File: config.mk
export PLATFORM = sky130hd
export DESIGN_NAME = byte_reg_arbiter
export DESIGN_NICKNAME = d
export VERILOG_FILES = /design/src/rtl/byte_reg_pkg.sv /design/src/rtl/rr_arbiter.sv /design/src/rtl/byte_reg_arbiter.sv
export SDC_FILE = /design/constraint.sdc
export NUM_CORES = 1
export LEC_CHECK = 0
export ABC_CLOCK_PERIOD_IN_PS = 4100
export CAP_MARGIN = 30
export CORE_MARGIN = 3
export CORE_UTILIZATION = 39
export CTS_CLUSTER_SIZE = 20
export DETAILED_ROUTE_END_ITERATION = 12
export HOLD_SLACK_MARGIN = 0.03
export MAX_ROUTING_LAYER = met4
export PLACE_DENSITY = 0.87
export SKIP_CTS_REPAIR_TIMING = 1
export SLEW_MARGIN = 20
export SYNTH_ARGS = -nofsm -noshare
export SYNTH_HDL_FRONTEND = slang
export SYNTH_HIERARCHICAL = 1
export SYNTH_SLANG_ARGS = --single-unit
File: constraint.sdc
create_clock -name clk -period 4.1 [get_ports clk]
set_clock_uncertainty 0.1 [all_clocks]
set_input_delay 0.615 -clock clk [delete_from_list [all_inputs] [get_ports clk]]
set_output_delay 0.615 -clock clk [all_outputs]
set_load 0.1 [all_outputs]
File: src/rtl/byte_reg_pkg.sv
// Shared types for the byte_register arbiter: command opcodes, control FSM
// states and the datapath width.
package byte_reg_pkg;

  localparam int BYTE_W = 8;

  typedef enum logic [1:0] {
    OP_LOAD = 2'd0,
    OP_INC  = 2'd1,
    OP_ROR  = 2'd2,
    OP_READ = 2'd3
  } op_e;

  typedef enum logic [1:0] {
    IDLE,
    EXEC,
    DONE
  } state_e;

endpackage

File: src/rtl/rr_arbiter.sv
// Round-robin request selector. With BYTE_REG_ARB_PRIORITY_EN defined,
// requester 0 overrides the rotation and leaves the pointer untouched.
module rr_arbiter #(
  parameter int  NREQ = 4,
  localparam int ID_W = $clog2(NREQ)
) (
  input  logic [NREQ-1:0] req_i,
  input  logic [ID_W-1:0] ptr_i,
  output logic [NREQ-1:0] grant_o,
  output logic [ID_W-1:0] id_o,
  output logic [ID_W-1:0] next_ptr_o
);

  always_comb begin
    logic [NREQ-1:0] cand;
    logic            found;
    logic [ID_W-1:0] idx;
    // NOTE: every output and local gets a value before any branch, so no
    // path through the block can leave a latch behind.
    cand       = req_i;
    found      = 1'b0;
    idx        = '0;
    grant_o    = '0;
    id_o       = '0;
    next_ptr_o = ptr_i;
`ifdef BYTE_REG_ARB_PRIORITY_EN
    cand[0] = 1'b0;
`endif
    for (int k = 0; k < NREQ; k++) begin
      idx = ID_W'((int'(ptr_i) + k) % NREQ);
      if (!found && cand[idx]) begin
        found        = 1'b1;
        grant_o[idx] = 1'b1;
        id_o         = idx;
        next_ptr_o   = (int'(idx) == NREQ - 1) ? '0 : idx + ID_W'(1);
      end
    end
`ifdef BYTE_REG_ARB_PRIORITY_EN
    if (req_i[0]) begin
      grant_o    = '0;
      grant_o[0] = 1'b1;
      id_o       = '0;
      next_ptr_o = ptr_i;
    end
`endif
  end

endmodule

File: src/rtl/byte_reg_arbiter.sv
// Shares one byte_register between NREQ requesters: round-robin accept, n
// strobe cycles, then a done pulse. Optional macro: BYTE_REG_ARB_PRIORITY_EN.
module byte_reg_arbiter
  import byte_reg_pkg::*;
#(
  parameter int  NREQ  = 4,
  parameter int  CNT_W = 4,
  localparam int ID_W  = $clog2(NREQ)
) (
  input  logic                    clk,
  input  logic                    reset_n,
  input  logic [NREQ-1:0]         req_valid,
  input  logic [2*NREQ-1:0]       req_op,
  input  logic [BYTE_W*NREQ-1:0]  req_data,
  input  logic [CNT_W*NREQ-1:0]   req_count,
  output logic [NREQ-1:0]         req_ready,
  output logic                    done_valid,
  output logic [ID_W-1:0]         done_id,
  output logic [BYTE_W-1:0]       done_q,
  output logic                    reg_load,
  output logic                    reg_inc,
  output logic                    reg_rotate_right,
  output logic [BYTE_W-1:0]       reg_d,
  input  logic [BYTE_W-1:0]       reg_q
);

  logic [1:0]        op_arr   [NREQ];
  logic [BYTE_W-1:0] data_arr [NREQ];
  logic [CNT_W-1:0]  cnt_arr  [NREQ];

  for (genvar g = 0; g < NREQ; g++) begin : g_unpack
    assign op_arr[g]   = req_op[2*g +: 2];
    assign data_arr[g] = req_data[BYTE_W*g +: BYTE_W];
    assign cnt_arr[g]  = req_count[CNT_W*g +: CNT_W];
  end

  state_e            state_q, state_d;
  op_e               op_q, op_d;
  logic [BYTE_W-1:0] data_q, data_d;
  logic [CNT_W-1:0]  cnt_q, cnt_d;
  logic [ID_W-1:0]   id_q, id_d;
  logic [ID_W-1:0]   ptr_q, ptr_d;

  logic [NREQ-1:0]   arb_grant;
  logic [ID_W-1:0]   arb_id;
  logic [ID_W-1:0]   arb_next_ptr;
  logic              accept;
  op_e               acc_op;
  logic [CNT_W-1:0]  acc_n;

  rr_arbiter #(.NREQ(NREQ)) u_rr_arbiter (
    .req_i      (req_valid),
    .ptr_i      (ptr_q),
    .grant_o    (arb_grant),
    .id_o       (arb_id),
    .next_ptr_o (arb_next_ptr)
  );

  // Gated by reset_n so no requester sees a grant while reset is held.
  assign req_ready = (state_q == IDLE && reset_n) ? arb_grant : '0;
  assign accept    = (state_q == IDLE) && |(req_valid & req_ready);

  always_comb begin
    acc_op = op_e'(op_arr[arb_id]);
    case (acc_op)
      OP_LOAD:        acc_n = CNT_W'(1);
      OP_INC, OP_ROR: acc_n = (cnt_arr[arb_id] == '0) ? CNT_W'(1) : cnt_arr[arb_id];
      default:        acc_n = '0;
    endcase
  end

  always_comb begin
    state_d = state_q;
    op_d    = op_q;
    data_d  = data_q;
    cnt_d   = cnt_q;
    id_d    = id_q;
    ptr_d   = ptr_q;
    case (state_q)
      IDLE: begin
        if (accept) begin
          op_d    = acc_op;
          data_d  = data_arr[arb_id];
          cnt_d   = acc_n;
          id_d    = arb_id;
          ptr_d   = arb_next_ptr;
          state_d = (acc_n == '0) ? DONE : EXEC;
        end
      end
      EXEC: begin
        cnt_d = cnt_q - CNT_W'(1);
        if (cnt_q == CNT_W'(1)) state_d = DONE;
      end
      DONE:    state_d = IDLE;
      default: state_d = IDLE;
    endcase
  end

  // NOTE: state is updated with non-blocking assignments only, and the
  // asynchronous reset clears every register, so an abort leaves no residue.
  always_ff @(posedge clk or negedge reset_n) begin
    if (!reset_n) begin
      state_q <= IDLE;
      op_q    <= OP_LOAD;
      data_q  <= '0;
      cnt_q   <= '0;
      id_q    <= '0;
      ptr_q   <= '0;
    end else begin
      state_q <= state_d;
      op_q    <= op_d;
      data_q  <= data_d;
      cnt_q   <= cnt_d;
      id_q    <= id_d;
      ptr_q   <= ptr_d;
    end
  end

  // Register controls come only from state and latched fields.
  always_comb begin
    reg_load         = 1'b0;
    reg_inc          = 1'b0;
    reg_rotate_right = 1'b0;
    reg_d            = '0;
    done_valid       = 1'b0;
    done_id          = '0;
    done_q           = '0;
    case (state_q)
      EXEC: begin
        case (op_q)
          OP_LOAD: begin
            reg_load = 1'b1;
            reg_d    = data_q;
          end
          OP_INC:  reg_inc          = 1'b1;
          OP_ROR:  reg_rotate_right = 1'b1;
          default: ;
        endcase
      end
      DONE: begin
        done_valid = 1'b1;
        done_id    = id_q;
        done_q     = reg_q;
      end
      default: ;
    endcase
  end

endmodule

# Yosys cells after proc, flatten, opt, wreduce, memory -nomap -nowiden

Cells that the tools add are included.

Flip-flop bits (word level): 20
Input port bits: 70
Output and inout port bits: 26

Add/sub/neg operators: 8
Magnitude comparators: 9
Equal/unequal tests: 13
Muxes and demuxes: 64
Bitwise gates (word level): 5
Reduce and logical (&&, ||, !) cells: 25

Operators with widths:

| operator                                                   | number |
|---|---|
| two-way mux 8 bit                                          | 5 |
| two-way mux 2 bit                                          | 18 |
| two-way mux 4 bit                                          | 9 |
| two-way mux 1 bit                                          | 18 |
| binary-select mux 8 bit (select 2 bit)                     | 1 |
| case mux 4 bit (2 select lines)                            | 2 |
| == test 2 x 1 -> 1 bit, second input constant              | 7 |
| less-than comparator 2 x 3 -> 1 bit, second input constant | 4 |
| OR 4 bit                                                   | 3 |
| adder 2 x 1 -> 2 bit, second input constant                | 5 |
| logical AND 1 bit                                          | 9 |
| binary-select mux 1 bit (select 2 bit)                     | 4 |
| binary-select mux 4 bit (select 2 bit)                     | 1 |
| demux 1 bit (select 2 bit)                                 | 4 |
| >= comparator 2 x 1 -> 1 bit, second input constant        | 4 |
| zero test 4 bit                                            | 2 |
| == test 2 bit, second input constant                       | 3 |
| zero test 2 bit                                            | 3 |
| AND reduction 2 bit                                        | 3 |
| adder 2 bit, second input constant                         | 2 |
| bitwise AND 4 bit                                          | 1 |
| binary-select mux 2 bit (select 2 bit)                     | 1 |
| == test 4 x 1 -> 1 bit, second input constant              | 1 |
| inequality test 2 bit, second input constant               | 2 |
| other kinds (10)                                           | 12 |

# Depth between registers and ports, before layout

Depth in word-level cells: 23
Gate-level depth with buffers: 18
Depth with buffers taken out: 13

# Cells and area by module

The synthesis kept the hierarchy.

Modules (own cells, without submodules):

| module           | instances | cells each | area an instance (um^2) |
|---|---|---|---|
| byte_reg_arbiter | 1         | 121        | 1501.4 |
| rr_arbiter       | 1         | 84         | 655.6 |

# Least setup slack after synthesis

OpenSTA, ideal clock, no wires.

Kind: reg-to-reg
Start: register ptr_q[1]
End: register cnt_q[0]
Arrival time: 3.950 ns
Required time: 3.868 ns
Setup slack: -0.082 ns
Cell stages (with the launch flop): 18
Path buffers: 4
Clock period less this slack: 4.182 ns
Cells stage by stage: dfrtp_1 buf_1 inv_1 ha_1 buf_4 or3b_1 a2111o_1 nand2_1 o32a_1 buf_6 buf_6 mux4_2 inv_1 ha_1 nor2b_1 nor4b_2 o21ai_1 o211ai_1

Longest elaborated chain between the ends: 21

Ends and longest elaborated chain:

| what                                                                          | RTL line                | text |
|---|---|---|
| start: declaration                                                            | byte_reg_arbiter.sv:42  | `logic [ID_W-1:0] ptr_q, ptr_d;` |
| start signal: assignment                                                      | byte_reg_arbiter.sv:115 | `ptr_q <= ptr_d;` |
| parallel branches: the longest is 11 deep, another holds adder 2 x 1 -> 2 bit | n/a                     |  |
| two-way mux 2 bit *                                                           | rr_arbiter.sv:31        | `if (!found && cand[idx]) begin` |
| net arb_id[0]                                                                 | byte_reg_arbiter.sv:45  | `logic [ID_W-1:0] arb_id;` |
| NOT 2 -> 3 bit (not written as such) *                                        | byte_reg_arbiter.sv:64  | `acc_op = op_e'(op_arr[arb_id]);` |
| binary-select mux 2 bit (select 2 bit) *                                      | byte_reg_arbiter.sv:64  |  |
| two-way mux 2 bit (not written as such) * (2 in series)                       | byte_reg_arbiter.sv:64  |  |
| net acc_op[1]                                                                 | byte_reg_arbiter.sv:48  | `op_e acc_op;` |
| == test 2 x 1 -> 1 bit or == test 2 bit (tied branches)                       | byte_reg_arbiter.sv:65  | `case (acc_op)` |
| OR reduction 2 bit                                                            | byte_reg_arbiter.sv:65  |  |
| case mux 4 bit (2 select lines) *                                             | byte_reg_arbiter.sv:65  |  |
| two-way mux 4 bit *                                                           | byte_reg_arbiter.sv:81  | `if (accept) begin` |
| case mux 4 bit (2 select lines) *                                             | byte_reg_arbiter.sv:79  | `case (state_q)` |
| end signal: assignment                                                        | byte_reg_arbiter.sv:113 | `cnt_q <= cnt_d;` |
| end: declaration                                                              | byte_reg_arbiter.sv:40  | `logic [CNT_W-1:0] cnt_q, cnt_d;` |

Mark *: on every way through the listed nets, which the timed path passes. The select of a mux whose other input is x is not followed.
A chain may end at the register's enable or synchronous reset.

# Worst setup path after layout

Start: input port req_valid[2]
End: register cnt_q[0]

Longest elaborated chain between the ends: 21

Ends and longest elaborated chain:

| what                                                    | RTL line               | text |
|---|---|---|
| start: declaration                                      | byte_reg_arbiter.sv:12 | `input logic [NREQ-1:0] req_valid,` |
| binary-select mux 1 bit (select 2 bit)                  | rr_arbiter.sv:31       |  |
| two-way mux 1 bit (not written as such)                 | rr_arbiter.sv:31       |  |
| two-way mux 1 bit                                       | rr_arbiter.sv:31       |  |
| zero test 1 bit                                         | rr_arbiter.sv:31       |  |
| logical AND 1 bit                                       | rr_arbiter.sv:31       |  |
| two-way mux 1 bit                                       | rr_arbiter.sv:31       |  |
| zero test 1 bit                                         | rr_arbiter.sv:31       |  |
| logical AND 1 bit                                       | rr_arbiter.sv:31       |  |
| (+4 left out)                                           | n/a                    |  |
| net arb_id[0]                                           | byte_reg_arbiter.sv:45 |  |
| (+1 left out)                                           | n/a                    |  |
| binary-select mux 2 bit (select 2 bit) *                | byte_reg_arbiter.sv:64 |  |
| two-way mux 2 bit (not written as such) * (2 in series) | byte_reg_arbiter.sv:64 |  |
| net acc_op[0]                                           | byte_reg_arbiter.sv:48 |  |
| == test 2 x 1 -> 1 bit or == test 2 bit (tied branches) | byte_reg_arbiter.sv:65 |  |
| OR reduction 2 bit                                      | byte_reg_arbiter.sv:65 |  |
| case mux 4 bit (2 select lines) *                       | byte_reg_arbiter.sv:65 |  |
| two-way mux 4 bit *                                     | byte_reg_arbiter.sv:81 |  |
| case mux 4 bit (2 select lines) *                       | byte_reg_arbiter.sv:79 |  |

Mark *: on every way through the listed nets, which the timed path passes. The rest lies on a longest branch. The select of a mux whose other input is x is not followed.

==> run_results.csv <==
group,metric,value,unit
route,post_drt_wl_per_cell,17.36,um
sta,period_needed,3.838,ns
sta,relSlewSlack,32.40,%
critical_path,rr_worst_depth,13,
logic_synthesis,ys_types,56,
global_routing,track_usage,20.52,%
min_path,min_path_type,"register to register",
logic_synthesis,yosysSeqAreaShare,23.20,%
sta,fin_tns_setup,0,ns
sta,tightest_slew,1.011,ns
logic_synthesis,syn-num-nets,285,
route,totalWireLength,6475,um
global_routing,grt_pass1_wl,10050,um
route,via_per_inst,5.622,
logic_synthesis,ys_seq_elements,20,
critical_path,critPathLaunchType,"input pin",
critical_path,cp_max_fo,4,
final_layout,layout-drive-gt1-share,27.39,%
global_routing,antenna_found_initial,0,
critical_path,crit_start,"req_valid[2]",
logic_synthesis,syn_avg_cell_area,10.52,um2
critical_path,worst-path-stages,12,
logic_synthesis,yosys_warnings,6,
sta,setup_viol,0,
critical_path,max_stage_delay,0.66,ns
sta,hold_viol,0,
critical_path,end_kind,"register",
final_layout,finalNetCount,385,
critical_path,crit_buf_inv,2,
floorplan,rows,26,
final_layout,instances_no_fill,373,
place,routabilityCongestion,0.9183,
critical_path,r2r_end,"cnt_q[0]$_DFFE_PN0P_",
final_layout,n_antenna_cell,0,
critical_path,crit_chain,"clkdlybuf4s50_1, or3b_1, a2111o_1, nand2_1, o32a_1, mux4_1, inv_1, ha_1, nor2b_1, nor4b_2, o21ai_1, o211ai_1",
clocking,cts_tree,"yes",
sta,hold_slack,0.4043,ns
floorplan,ios,96,
floorplan,die_w,80.37,um
critical_path,regToRegSetupSlack,0.29,ns
logic_synthesis,ys.flop_type,"dfrtp_1",
place,hpwlAfterDp,5096,um
sta,rsz0062_at_grt,"false",
sta,slew_violations,0,
route,dr.pass1.iters,4,
clocking,clock_latency,0.26,ns
logic_synthesis,yosys.area.top_type,"dfrtp_1",
clocking,htreeDepth,1,
place,placed_cells,370,
job,maxCapViolations,0,
critical_path,cp.required,4.13,ns
status,outcome,"complete, no violations",
floorplan,die_y,80.37,um
sta,timing.final.crit_share,93.61,%
logic_synthesis,synthArstFlopShare,100.0,%
critical_path,critPathTopFamily,"compound AO/OA/AOI/OAI gates",
route,ant_nets,0,
final_layout,fillCellCount,435,
route,dr.first_iter.drc_count,112,
sta,max_freq,260.6,MHz
final_layout,areaGrowthSynthToFinish,51.51,%
logic_synthesis,synth_area,0.002157,mm2
critical_path,cpMaxStageDelayCell,"mux4_1",
floorplan,dieArea,0.006459,mm2
floorplan,core_area,0.005238,mm2
route,drc,0,
sta,setup_ws,0.2621,ns
logic_synthesis,ys_top_cells_by_area,"dfrtp_1, mux4_2, mux2_2, and2_1, ha_1",
global_routing,grt_max_degree,24,
global_routing,first_global_vias,2039,
clocking,cts_root_buffer,"clkbuf_8",
pwr,cellPowerDensity,792.2,mW/mm2
logic_synthesis,synth-edff-count,0,
clocking,clkTransAtPathRegs,0.07,ns
clocking,cts_made_buffers,3,
place,dp_worst_setup_slack,0.001151,ns
logic_synthesis,synthCells,205,
clocking,clk_path_buf_depth,2,
critical_path,endpoint,"cnt_q[0]$_DFFE_PN0P_",
logic_synthesis,yosysTopAreaCellShare,23.20,%
floorplan,start_util,41.18,%
critical_path,r2r-start,"ptr_q[0]$_DFFE_PN0P_",
pwr,ir_worst_vdd,377.7,uV
route,num_vias,2097,
clocking,cts_sinks,20,
pwr,p_leak,1.354,nW
critical_path,worstPathArrival,3.87,ns
place,port-buffer-count,95,
critical_path,worstSetupPathType,"input pin to register",
global_routing,overflow,0,
## placed cells by master, fill, tap and decap left out, types with 5 or more instances in the layout
cell              n
and2_1           22
buf_12            5
buf_4            33
clkdlybuf4s50_1  73
dfrtp_1          20
ha_1             10
inv_1             9
mux2_2           17
mux4_2           14
nand2_1          12
nor2b_1           5
o21ai_1           7
## synth_stat cells, types with 2 or more instances
cell type / n
a21oi_1: 3
o21ai_0: 4
nor3_1: 2
dfrtp_1: 20
buf_4: 2
o21ai_1: 7
and2_1: 22
mux2i_1: 4
mux4_2: 14
clkbuf_1: 5
buf_2: 5
nand3_1: 2
mux4_1: 3
nand2_1: 12
a222oi_1: 4
ha_1: 10
o21a_1: 2
or3b_1: 2
inv_1: 9
a32oi_1: 2
a211oi_1: 2
nor2b_1: 5
nand3b_1: 3
nor2_1: 3
buf_6: 3
nand2b_1: 3
nor3b_1: 4
mux2_2: 17
a22oi_1: 4
## worst reg2reg max path, cell delays in order, from the launching register on
cell and delay, ns:
dfrtp_1 0.35, clkinv_1 0.08, ha_1 0.33, or3b_1 0.38
a2111o_1 0.45, nand2_1 0.11, o32a_1 0.29, mux4_1 0.66
inv_1 0.10, ha_1 0.26, nor2b_1 0.18, nor4b_2 0.17
o21ai_1 0.14, o211ai_1 0.10
## sequential cells by signal, indices dropped and copies added, names as in the netlist
| signal | cells |
|---|---|
| id_q | 2 |
| state_q | 2 |
| op_q | 2 |
| data_q | 8 |
| ptr_q | 2 |
| cnt_q | 4 |
## cells by family after synthesis
kind of cell	share of synthesized area (%)
buf+inv	6.206
mux	29.00
compound gates	15.08
flops	23.20
simple gates	20.71
fa+ha+maj	5.800
## power by group
part           total (mW)  leakage [nW]  internal [mW]  switching [mW]
clock               0.129        0.0216         0.0654          0.0636
sequential          0.369         0.240          0.300          0.0690
combinational        2.09          1.09          0.943            1.15
total                2.59          1.35           1.31            1.28
## how the worst min path moves through the flow
| stage | start | to | slack [ns] | cells after the start |
|---|---|---|---|---|
| final | id_q[1]$_DFFE_PN0P_ | id_q[1]$_DFFE_PN0P_ | 0.40 | 1 |
| after global routing | id_q[0]$_DFFE_PN0P_ | id_q[0]$_DFFE_PN0P_ | 0.42 | 1 |
| after CTS | data_q[1]$_DFFE_PN0P_ | data_q[1]$_DFFE_PN0P_ | 0.41 | 1 |
| after detailed placement | data_q[1]$_DFFE_PN0P_ | data_q[1]$_DFFE_PN0P_ | 0.39 | 1 |
| after global placement | data_q[5]$_DFFE_PN0P_ | data_q[5]$_DFFE_PN0P_ | 0.38 | 1 |
| after floorplan | reset_n | cnt_q[0]$_DFFE_PN0P_ | 0.22 | 0 |
## stage by stage
step / area, um2 / total power, mW / util (%)
after global routing: 3268 / 2.761 / 62.40
after CTS: 3268 / 2.592 / 62.40
after floorplan: 2158 / 1.936 / -
after detailed placement: 3227 / 2.441 / 61.61
after global placement: 3227 / 2.369 / 61.61
final: 3268 / 2.589 / 62.40
## layer usage
metal / wire (um) / vias up / track usage [%] / share of wire [%]
li1: - / 982 / - / -
met1: 2504 / 1020 / 24.84 / 39
met2: 3533 / 87 / 36.51 / 55
met3: 359 / 8 / 2.354 / 5.5
met4: 78 / 0 / 4.899 / 1.2
met5: 0 / - / - / 0
## layout make-up
type	instances	area, um2	area share [%]
Inverter	10	37.54	1.149
Multi-Input combinational cell	159	1523	46.59
Clock buffer	3	41.29	1.263
Sequential cell	20	500.5	15.31
Timing Repair Buffer	111	1079	33.00
Tap cell	70	87.58	2.680
Note: power is estimated with default switching activity, not from simulation.
